`config.mk`:
```
export PLATFORM = sky130hd
export DESIGN_NAME = crc7_frame_rx_flat
export DESIGN_NICKNAME = d
export VERILOG_FILES = /design/src/rtl/crc7_frame_rx_if.sv /design/src/rtl/crc7_frame_rx.sv /design/src/flat_wrapper.sv
export SDC_FILE = /design/constraint.sdc
export NUM_CORES = 1
export LEC_CHECK = 0
export ABC_AREA = 1
export BUFFER_PORTS_ARGS = -buffer_cell sky130_fd_sc_hd__buf_4
export CORE_UTILIZATION = 57
export DETAILED_ROUTE_END_ITERATION = 6
export HOLD_SLACK_MARGIN = 0.06
export PLACE_DENSITY = 0.85
export SYNTH_ARGS = -nofsm -noshare
export SYNTH_HDL_FRONTEND = slang
export SYNTH_SLANG_ARGS = --single-unit
```
`constraint.sdc`:
```
create_clock -name clk -period 2.5 [get_ports clk]
set_input_delay 0.75 -clock clk [delete_from_list [all_inputs] [get_ports clk]]
set_output_delay 0.75 -clock clk [all_outputs]
set_load 0.03 [all_outputs]
```
`src/rtl/crc7_frame_rx_if.sv`:
```
// Command-line receive bundle between the line sampler and crc7_frame_rx.
// err_cnt_o exists only when CRC7_RX_ERRCNT_EN is defined.
interface crc7_frame_rx_if #(
    parameter int PAYLOAD_W = 40
);
    logic                 bit_en;
    logic                 sda_i;
    logic                 busy_o;
    logic                 frame_valid_o;
    logic                 crc_ok_o;
    logic                 end_ok_o;
    logic [PAYLOAD_W-1:0] payload_o;
    logic [6:0]           rx_crc_o;
`ifdef CRC7_RX_ERRCNT_EN
    logic [7:0]           err_cnt_o;
`endif

    // Line sampler side: drives the qualified serial bit, observes decoded frames.
    modport master (
        output bit_en,
        output sda_i,
        input  busy_o,
        input  frame_valid_o,
        input  crc_ok_o,
        input  end_ok_o,
        input  payload_o,
        input  rx_crc_o
`ifdef CRC7_RX_ERRCNT_EN
        ,
        input  err_cnt_o
`endif
    );

    modport slave (
        input  bit_en,
        input  sda_i,
        output busy_o,
        output frame_valid_o,
        output crc_ok_o,
        output end_ok_o,
        output payload_o,
        output rx_crc_o
`ifdef CRC7_RX_ERRCNT_EN
        ,
        output err_cnt_o
`endif
    );
endinterface

```
`src/rtl/crc7_frame_rx.sv`:
```
// Serial CRC-7 (x^7+x^3+1) command-frame receiver/checker: start bit, payload, CRC field, end bit.
// Optional error counter output err_cnt_o is built when CRC7_RX_ERRCNT_EN is defined.
module crc7_frame_rx #(
    parameter int PAYLOAD_W = 40
) (
    input  logic           clk,
    input  logic           rst,
    crc7_frame_rx_if.slave rx
);

    // The counter must also reach 6 in the CRC field, which matters for tiny PAYLOAD_W.
    localparam int CNT_W_RAW = $clog2(PAYLOAD_W + 1);
    localparam int CNT_W     = (CNT_W_RAW < 3) ? 3 : CNT_W_RAW;

    localparam logic [CNT_W-1:0] LAST_PAY = CNT_W'(PAYLOAD_W - 1);
    localparam logic [CNT_W-1:0] LAST_CRC = CNT_W'(6);

    localparam logic [1:0] S_IDLE    = 2'd0;
    localparam logic [1:0] S_PAYLOAD = 2'd1;
    localparam logic [1:0] S_CRC     = 2'd2;
    localparam logic [1:0] S_END     = 2'd3;

    logic [1:0]           state;
    logic [CNT_W-1:0]     cnt;
    logic [6:0]           crc;
    logic [PAYLOAD_W-1:0] pay_sr;
    logic [6:0]           crc_sr;

    logic                 frame_valid;
    logic                 crc_ok;
    logic                 end_ok;
    logic [PAYLOAD_W-1:0] payload;
    logic [6:0]           rx_crc;

    function automatic logic [6:0] crc7_step(input logic [6:0] c, input logic b);
        logic inv;
        inv = b ^ c[6];
        return {c[5], c[4], c[3], c[2] ^ inv, c[1], c[0], inv};
    endfunction

    function automatic logic [7:0] sat_inc8(input logic [7:0] v);
        return (v == 8'hFF) ? v : v + 8'd1;
    endfunction

    // Shift registers are pure datapath: they are always rewritten before being published.
    always_ff @(posedge clk) begin
        if (rx.bit_en) begin
            case (state)
                S_IDLE:    pay_sr <= {{(PAYLOAD_W-1){1'b0}}, rx.sda_i};
                S_PAYLOAD: pay_sr <= {pay_sr[PAYLOAD_W-2:0], rx.sda_i};
                S_CRC:     crc_sr <= {crc_sr[5:0], rx.sda_i};
                default:   ;
            endcase
        end
    end

    always_ff @(posedge clk) begin
        if (rst) begin
            state       <= S_IDLE;
            cnt         <= '0;
            crc         <= '0;
            frame_valid <= 1'b0;
            crc_ok      <= 1'b0;
            end_ok      <= 1'b0;
            payload     <= '0;
            rx_crc      <= '0;
        end else begin
            frame_valid <= 1'b0;
            if (rx.bit_en) begin
                case (state)
                    S_IDLE: begin
                        // The CRC restarts from zero with the start bit of each frame.
                        if (!rx.sda_i) begin
                            state <= S_PAYLOAD;
                            cnt   <= CNT_W'(1);
                            crc   <= crc7_step(7'h00, rx.sda_i);
                        end
                    end
                    S_PAYLOAD: begin
                        crc <= crc7_step(crc, rx.sda_i);
                        if (cnt == LAST_PAY) begin
                            state <= S_CRC;
                            cnt   <= '0;
                        end else begin
                            cnt <= cnt + CNT_W'(1);
                        end
                    end
                    S_CRC: begin
                        if (cnt == LAST_CRC) begin
                            state <= S_END;
                            cnt   <= '0;
                        end else begin
                            cnt <= cnt + CNT_W'(1);
                        end
                    end
                    S_END: begin
                        frame_valid <= 1'b1;
                        payload     <= pay_sr;
                        rx_crc      <= crc_sr;
                        crc_ok      <= (crc_sr == crc);
                        end_ok      <= rx.sda_i;
                        state       <= S_IDLE;
                        cnt         <= '0;
                    end
                    default: begin
                        state <= S_IDLE;
                        cnt   <= '0;
                    end
                endcase
            end
        end
    end

`ifdef CRC7_RX_ERRCNT_EN
    logic [7:0] err_cnt;

    always_ff @(posedge clk) begin
        if (rst) begin
            err_cnt <= 8'd0;
        end else if (rx.bit_en && (state == S_END) && ((crc_sr != crc) || !rx.sda_i)) begin
            err_cnt <= sat_inc8(err_cnt);
        end
    end

    assign rx.err_cnt_o = err_cnt;
`endif

    assign rx.busy_o        = (state != S_IDLE);
    assign rx.frame_valid_o = frame_valid;
    assign rx.crc_ok_o      = crc_ok;
    assign rx.end_ok_o      = end_ok;
    assign rx.payload_o     = payload;
    assign rx.rx_crc_o      = rx_crc;

endmodule

```
`src/flat_wrapper.sv`:
```
// flat-port wrapper written by rule: the top's interface ports become plain ports
module crc7_frame_rx_flat 
#(
    parameter int PAYLOAD_W = 40
)
  (clk, rst, rx_bit_en, rx_sda_i, rx_busy_o, rx_frame_valid_o, rx_crc_ok_o, rx_end_ok_o, rx_payload_o, rx_rx_crc_o);
  crc7_frame_rx_if #(.PAYLOAD_W(PAYLOAD_W)) rx_i ();
  input  logic clk;
  input  logic rst;
  input wire logic [$bits(rx_i.bit_en)-1:0] rx_bit_en;
  input wire logic [$bits(rx_i.sda_i)-1:0] rx_sda_i;
  output wire logic [$bits(rx_i.busy_o)-1:0] rx_busy_o;
  output wire logic [$bits(rx_i.frame_valid_o)-1:0] rx_frame_valid_o;
  output wire logic [$bits(rx_i.crc_ok_o)-1:0] rx_crc_ok_o;
  output wire logic [$bits(rx_i.end_ok_o)-1:0] rx_end_ok_o;
  output wire logic [$bits(rx_i.payload_o)-1:0] rx_payload_o;
  output wire logic [$bits(rx_i.rx_crc_o)-1:0] rx_rx_crc_o;
  assign rx_i.bit_en = rx_bit_en;
  assign rx_i.sda_i = rx_sda_i;
  assign rx_busy_o = rx_i.busy_o;
  assign rx_frame_valid_o = rx_i.frame_valid_o;
  assign rx_crc_ok_o = rx_i.crc_ok_o;
  assign rx_end_ok_o = rx_i.end_ok_o;
  assign rx_payload_o = rx_i.payload_o;
  assign rx_rx_crc_o = rx_i.rx_crc_o;
  crc7_frame_rx #(.PAYLOAD_W(PAYLOAD_W)) u_core (.clk(clk), .rst(rst), .rx(rx_i));
endmodule
```
==> results.txt <==
Clock skew - 0.008004 ns
Vias in the first global route - 3009
Non-filler cells, final - 644
Synth cell count leaders - nor2_1, nand2_1, inv_1
Clk Latency, worst-skew pair - 0.37 ns
Layout net count - 551
Rows - 31
Worst-path clk slew - 0.10 ns
Most numerous cell in the Yosys netlist - nor2_1
WL final - 8.475 mm
Largest net degree at the start of global routing - 53
GR Overflow Total - 0
Hold Crit Class - register to register
Inserted Diodes - 0
VDD IR max - 0.3791 mV
Clock Root Buffer - clkbuf_8
TNS Setup - 0 ns
Largest cells by area after synthesis - edfxtp_1, dfxtp_1, nor2_1, nand2_1, o21ai_0
Number of synthesized flops with an enable pin - 47
Ys flop type - dfxtp_1
Num CTS Buffers - 9
PwrDens - 731.2 nW/µm²
R2r setup slk - 0.80 ns
Pleak - 2.306 nW
H-tree depth - 3
Final instance area - 5046 µm²
Share of layout cells above drive strength 1 - 14.13%
Syn-to-layout area delta - 15.79%
DRC - 0
Cells after synthesis - 491
Starting Density - 59.45%
Hold violation count in the final report - 0
Netlist cell types - 23
First-pass DRT Iterations - 5
Pwr Total - 3.690 mW
Post-CTS setup buffers - 0
GPL Wtd Cong - 0.8357
Die Area - 8000 µm²
Cell taking the most area after synthesis - edfxtp_1
Synth Warn # - 0
Routed len/inst - 13.16 µm
Critical path class - register to primary output
# Max-Cap Violations - 0
Share of the synthesized area in the top cell type - 32.39%
Sink Count - 112
Pins Over Slew Limit - 0
Vias per Instance - 5.053
Min cycle time layout - 2.113 ns
Global-route wire length before repair - 13.53 mm
Placed wire-length estimate - 5.557 mm
Fmax - 473.3 MHz
Deepest clock path buffer count - 2
Initial antenna violation count - 0
CTS tree - done
Flops & latches, synth - 112
Critical Path AT - 1.36 ns
Post-DRT Antenna Nets - 0
Vias - 3254
Die width - 89.44 µm
Final Util - 68.83%
Status - finished, final reports clean
CORE AREA - 7331 µm²
Peak fanout along the critical path - 4
CP Launch Type - register
RSZ-0062 raised after global routing - false
Max_slew headroom - 65.38%
Seq/Total Area, Yosys - 62.25%
Final setup fails - 0
Ys async rst share - 0%
Worst Setup Slack, final - 0.3873 ns
DIE HEIGHT - 89.44 µm
CP Data Required Time - 1.75 ns
Placed Cells - 628
Cts hold-fix bufs - 0
Syn_area_per_cell - 8.876 µm²
Worst-margin pin slew - 0.5194 ns
Boundary Pins - 55
Place WS - 0.6902 ns
Worst hold margin - 0.4675 ns
Port Buffers - 54
Post-synthesis instance area - 4358 µm²
CTS resizes - 0
Crit. End Element - primary output
Syn nets - 502
DRT iter0 DRCs - 221
Tot GR Track Use - 22.66%
Area post-placement - 4860 µm²
Final period util - 84.51%
-- per-layer routing --
layer  share of wire (%)  GRT usage (%)  up-vias
met5                   0              0        -
met4                 2.7          10.97        0
met3                 3.8          3.324       20
met2                  49          37.13       89
met1                  44          29.73     1521
li1                    -              -     1624
-- final cells by class --
type,instances,area [µm²]
clock buffer,11,131.4
clock inverter,5,55.05
fill,560,2285
inverter,68,255.2
multi-input combinational,290,1300
sequential,112,2713
tap,99,123.9
timing repair buffer,59,467.9
-- path summary, 6_finish.rpt --
kind | startpoint | to | cells after the start
hold reg to reg | u_core.crc_sr[0] | u_core.crc_sr[1] | 0
hold / removal | u_core.crc_sr[0] | u_core.crc_sr[1] | 0
setup reg to reg | u_core.state[1] | u_core.cnt[1] | 9
setup / recovery | u_core.state[0] | rx_busy_o | 4
-- worst max-delay path, stage by stage, from the launching register on --
cell     delay, ns
dfxtp_1       0.37
inv_1         0.10
ha_1          0.22
inv_1         0.13
buf_4         0.18
-- cells by family (layout without fill, tap and decap cells) --
family	count (synthesis)	in the layout	synth area share [%]
AND/OR/NAND/NOR	211	211	18.86
flip-flops	112	112	62.25
buffers and inverters	89	143	7.924
AO/OA/AOI/OAI	68	68	8.154
XOR/XNOR	4	4	0.8041
adder cells (fa/ha/maj)	7	7	2.010
-- power by group --
group,total (mW),switching (mW),internal [mW]
combinational,0.487,0.341,0.147
clock,1.04,0.577,0.464
sequential,2.16,0.0767,2.09
total,3.69,0.994,2.70
-- cells in the final DEF, fill, tap and decap left out, types with 3 or more instances in the layout --
| cell type | synthesis | routed |
|---|---|---|
| nor2_1 | 111 | 111 |
| nand2_1 | 84 | 84 |
| clkbuf_8 | 0 | 9 |
| a21oi_1 | 13 | 13 |
| nand4_1 | 3 | 3 |
| inv_1 | 67 | 67 |
| edfxtp_1 | 47 | 47 |
| ha_1 | 7 | 7 |
| dfxtp_1 | 65 | 65 |
| buf_4 | 1 | 57 |
| nand3_1 | 8 | 8 |
| o21ai_0 | 53 | 53 |
-- state kept, by name (all words and copies together) (netlist names) --
| register | count |
|---|---|
| u_core.cnt | 6 |
| u_core.crc | 7 |
| u_core.crc_sr | 7 |
| u_core.pay_sr | 40 |
| u_core.rx.crc_ok_o | 1 |
| u_core.rx.end_ok_o | 1 |
| u_core.rx.frame_valid_o | 1 |
| u_core.rx.payload_o | 40 |
| u_core.rx.rx_crc_o | 7 |
| u_core.state | 2 |
Power figures use the tool's default switching activity.
